## src/rtl/execute_cc_stage.sv

```systemverilog
// Y86-64 execute-stage back end: condition codes, jXX/cmovXX condition, E->M register.
// Optional CC_TRACE_EN adds a CC update counter and last-updater {icode,ifun} capture.
module execute_cc_stage #(
  parameter int         WIDTH = 64,
  parameter logic [3:0] RNONE = 4'hF
) (
  input  logic             clk,
  input  logic             reset,
  input  logic             e_valid,
  input  logic [3:0]       e_icode,
  input  logic [3:0]       e_ifun,
  input  logic [WIDTH-1:0] e_valE,
  input  logic             e_aluOF,
  input  logic [WIDTH-1:0] e_valA,
  input  logic [3:0]       e_dstE,
  input  logic [3:0]       e_dstM,
  input  logic             cc_block,
  input  logic             m_stall,
  input  logic             m_bubble,
  output logic             cnd,
  output logic [2:0]       cc,
  output logic             M_valid,
  output logic [3:0]       M_icode,
  output logic             M_cnd,
  output logic [WIDTH-1:0] M_valE,
  output logic [WIDTH-1:0] M_valA,
  output logic [3:0]       M_dstE,
  output logic [3:0]       M_dstM
`ifdef CC_TRACE_EN
  ,
  output logic [31:0]      cc_updates,
  output logic [7:0]       cc_last_icode_ifun
`endif
);

  localparam logic [3:0] I_NOP  = 4'h1;
  localparam logic [3:0] I_CMOV = 4'h2;
  localparam logic [3:0] I_OPQ  = 4'h6;

  logic       cc_update_s;
  logic       zf_s;
  logic       sf_s;
  logic       of_s;
  logic       lt_s;
  logic [3:0] dste_eff_s;

  assign zf_s = cc[2];
  assign sf_s = cc[1];
  assign of_s = cc[0];
  assign lt_s = sf_s ^ of_s;

  // CC write enable; a stalled M stage freezes the instruction so its flags must not land yet
  always_comb begin
    cc_update_s = e_valid & (e_icode == I_OPQ) & ~cc_block & ~m_stall;
  end

  // jXX/cmovXX condition from the registered flags
  always_comb begin
    cnd = 1'b0;
    case (e_ifun)
      4'h0:    cnd = 1'b1;
      4'h1:    cnd = lt_s | zf_s;
      4'h2:    cnd = lt_s;
      4'h3:    cnd = zf_s;
      4'h4:    cnd = ~zf_s;
      4'h5:    cnd = ~lt_s;
      4'h6:    cnd = ~lt_s & ~zf_s;
      default: cnd = 1'b0;
    endcase
  end

  // A cmov whose condition fails writes no register
  always_comb begin
    if ((e_icode == I_CMOV) && !cnd) begin
      dste_eff_s = RNONE;
    end else begin
      dste_eff_s = e_dstE;
    end
  end

  // Condition-code register
  always_ff @(posedge clk) begin
    if (reset) begin
      cc <= 3'b100;
    end else if (cc_update_s) begin
      cc <= {(e_valE == {WIDTH{1'b0}}), e_valE[WIDTH-1], e_aluOF};
    end else begin
      cc <= cc;
    end
  end

  // E->M pipeline register: reset, then stall, then bubble, then load
  always_ff @(posedge clk) begin
    if (reset || (!m_stall && m_bubble)) begin
      M_valid <= 1'b0;
      M_icode <= I_NOP;
      M_cnd   <= 1'b0;
      M_valE  <= {WIDTH{1'b0}};
      M_valA  <= {WIDTH{1'b0}};
      M_dstE  <= RNONE;
      M_dstM  <= RNONE;
    end else if (m_stall) begin
      M_valid <= M_valid;
      M_icode <= M_icode;
      M_cnd   <= M_cnd;
      M_valE  <= M_valE;
      M_valA  <= M_valA;
      M_dstE  <= M_dstE;
      M_dstM  <= M_dstM;
    end else begin
      M_valid <= e_valid;
      M_icode <= e_icode;
      M_cnd   <= cnd;
      M_valE  <= e_valE;
      M_valA  <= e_valA;
      M_dstE  <= dste_eff_s;
      M_dstM  <= e_dstM;
    end
  end

`ifdef CC_TRACE_EN
  // Trace counter of performed CC updates and identity of the last updater
  always_ff @(posedge clk) begin
    if (reset) begin
      cc_updates         <= 32'h0000_0000;
      cc_last_icode_ifun <= 8'h00;
    end else if (cc_update_s) begin
      cc_updates         <= cc_updates + 32'h0000_0001;
      cc_last_icode_ifun <= {e_icode, e_ifun};
    end else begin
      cc_updates         <= cc_updates;
      cc_last_icode_ifun <= cc_last_icode_ifun;
    end
  end
`endif

endmodule

```

## config.mk

```make
export PLATFORM = sky130hd
export DESIGN_NAME = execute_cc_stage
export DESIGN_NICKNAME = d
export VERILOG_FILES = /design/src/rtl/execute_cc_stage.sv
export SDC_FILE = /design/constraint.sdc
export NUM_CORES = 1
export LEC_CHECK = 0
export CAP_MARGIN = 20
export CORE_UTILIZATION = 42
export DETAILED_ROUTE_END_ITERATION = 16
export PLACE_DENSITY = 0.9
export SYNTH_ARGS = -nofsm -noshare
export SYNTH_HDL_FRONTEND = slang
export SYNTH_SLANG_ARGS = --single-unit
```

## constraint.sdc

```tcl
create_clock -name clk -period 5.1 [get_ports clk]
set_input_delay 1.53 -clock clk [delete_from_list [all_inputs] [get_ports clk]]
set_output_delay 1.53 -clock clk [all_outputs]
set_load 0.1 [all_outputs]
```

==> impl_results.md <==
- Cts repair resizes: 0
- Layout Nets: roughly 950
- Count of mapped cells out of synthesis: 514
- Flops & latches, synth: 145
- DR DRC count: 0
- Post-CTS setup buffer count: 0
- Hold buffer count at cts: 0
- Routed WL: 16.9 mm
- Unique masters post-synth: 25
- Setup CP Type: in2out
- Final Power: 3.41 mW
- Most frequent cells in the layout: 294 x clkdlybuf4s50_1, 145 x dfxtp_1, 137 x mux2i_1
- Setup tns final: 0 ns
- Fmax: 210 MHz
- CP Capture Type: primary output
- Syn_area_per_cell: 10.4 µm²
- Largest net degree at the start of global routing: 98
- Worst setup SP type: primary input
- Grt total ovfl: 0
- Crit Path Max Fanout: 6
- Post-DP HPWL: 12.3 mm
- Synth Area in Compound Gates: 2.06%
- Area occupied by multi-input gates: ~2300 µm²
- Final setup margin: between 0.3 and 0.4 ns
- Minimum clock period: 4.76 ns
- CTS Buffer Depth: 2
- Worst skew pair latency: ~0.42 ns
- Pwr dens: 376 nW/µm²
- RSZ-0062 raised after global routing: false
- CTS tree: built
- Number of global-route vias before repair: just over 5000
- Clock sink count: around 150
- Starting Density: 43.7%
- Antenna violations before repair: 0
- Seq. cell area: about 2900 µm²
- # Max-Cap Violations: 0
- Synth Area in XOR/XNOR: 0.164%
- # fillers: between 800 and 900
- # rows: 40
- Sequential area share after synthesis: 54.4%
- Syn Nets: around 670
- Area leader, netlist: dfxtp_1
- Headroom to the max-slew limit: 31.4%
- Share of cells above drive strength 1: 4.81%
- Final Hold Viols: 0
- Final Setup Violations: 0
- Post-Synth Simple-Gate Area: 14.9%
- Post-Synth Adder-Cell Area: 0%
- Synth area leaders: dfxtp_1 54%, mux2i_1 26%, nor2_1 9.5%
- Post-route ant nets: 0
- Area of the core: 12200 µm²
- Post-Layout Cell Count: 979
- Synthesized area: between 5000 and 6000 µm²
- CTS H-tree lvls: 4
- Dpl ws: around 0.34 ns
- DR vias/cell: 5.01
- TritonCTS Buffers: 17
- Via count: between 4000 and 5000
- HP Class: reg2reg
- Placed insts: 947
- Period utilisation layout: approximately 93%
- WL per Instance: 17.3 µm
- Mux cell area share after synthesis: 25.7%
- Top cell type's share of synthesized area: a little over half
- Commonest non-fill, non-tap cell in the layout: clkdlybuf4s50_1
- Die height: 115 µm
- Worst-case vdd ir drop: 0.000220 V
- Layout area overhead: 69.8%
- Final clock skew: 0.00355 ns
- Antenna Cells: 0
- Initial DRC Count: 218
- Clock transition at path regs: 0.06 ns
- CP Data Required Time: 3.57 ns
- Lkg Pwr: 3.76 nW
- Synth warn: 0
- Total GRT Usage: 25.9%
- Die width: around 110 µm
- First-pass GRT wire length: roughly 26 mm
- Number of port buffers: 296
- Final Slew Violations: 0
- Worst-margin pin slew: 1.03 ns
- Final GP Congestion: slightly below 0.9
- Largest family of logic cells by synthesized area: multiplexers
- First-pass iteration count of the detailed router: 4
- Ports: 297
- Root Driver: clkbuf_16
- Critical path data arrival time: 3.23 ns
- Die footprint: 13200 µm²
- Status: complete, no violations
## stage by stage
step	utilization (%)	instance area, µm²	hold slack, ns
2_1_floorplan	-	5330	0.908
3_5_place_dp	68.8	8400	0.472
6_report	74.2	9060	0.484
5_1_grt	74.2	9060	0.499
4_1_cts	74.2	9060	0.487
3_3_place_gp	68.8	8400	0.455
## cells by family (layout without fill, tap and decap cells)
family | after synthesis | in the layout
mux | 137 | 137
compound gates | 12 | 12
simple gates | 184 | 184
buf+inv | 35 | 332
xor+xnor | 1 | 1
flops | 145 | 145
## registers in the layout (all words and copies together), names as in the netlist
signal / flops
M_valE: 64
M_icode: 4
M_valA: 64
cc: 3
M_dstE: 4
M_cnd: 1
M_dstM: 4
M_valid: 1
## cell type report
| type | instances | area share (%) |
|---|---|---|
| inverters | 2 | 0.0829 |
| well taps | 168 | 2.32 |
| clock buffers | 21 | 5.19 |
| flip-flops and latches | 145 | 32.0 |
| multi-input cells | 334 | 25.3 |
| clock inverters | 11 | 2.02 |
| repair buffers | 298 | 33.0 |
## cells in the mapped netlist
| cell type | n |
|---|---|
| a2111oi_4 | 1 |
| a211oi_1 | 4 |
| a21o_1 | 2 |
| a21oi_1 | 2 |
| a221o_1 | 1 |
| a31o_2 | 1 |
| and3_1 | 1 |
| buf_1 | 5 |
| buf_2 | 9 |
| clkbuf_1 | 19 |
| dfxtp_1 | 145 |
| inv_1 | 2 |
| mux2i_1 | 137 |
| nand2_1 | 6 |
| nand2b_1 | 2 |
| nand4_1 | 4 |
| nor2_1 | 135 |
| nor2b_1 | 2 |
| nor3_1 | 10 |
| nor3b_1 | 1 |
| nor4_1 | 21 |
| o221ai_1 | 1 |
| or3b_1 | 1 |
| or4b_4 | 1 |
| xor2_1 | 1 |
## power breakdown
part / total, mW / switching [mW] / internal (mW) / leakage [nW]
Sequential: 1.22 / 0.0324 / 1.19 / 1.19
Combinational: 0.825 / 0.563 / 0.262 / 2.25
Clock: 1.36 / 0.459 / 0.902 / 0.323
Total: 3.41 / 1.05 / 2.35 / 3.76
## critical path: stages
cell and delay (ns):
clkdlybuf4s50_1 0.51, nor2b_1 0.14, o221ai_1 0.17, a2111oi_4 0.64
buf_12 0.25
## worst paths after layout
| check | startpoint | endpoint | slack, ns | depth (start not counted) |
|---|---|---|---|---|
| max | e_ifun[0] | cnd | 0.34 | 5 |
| min | M_icode[0] | M_icode[0] | 0.48 | 2 |
| max reg2reg | cc[0] | M_dstE[1] | 3.29 | 4 |
| min reg2reg | M_icode[0] | M_icode[0] | 0.48 | 2 |
## layer usage
metal	GRT usage, %	wire, µm	vias to the layer above
li1	-	-	2349
met1	24.8	5940	2283
met4	13.1	595	0
met5	0	0	-
met3	10.2	1470	47
met2	48.0	8900	227
Power figures use the tool's default switching activity.
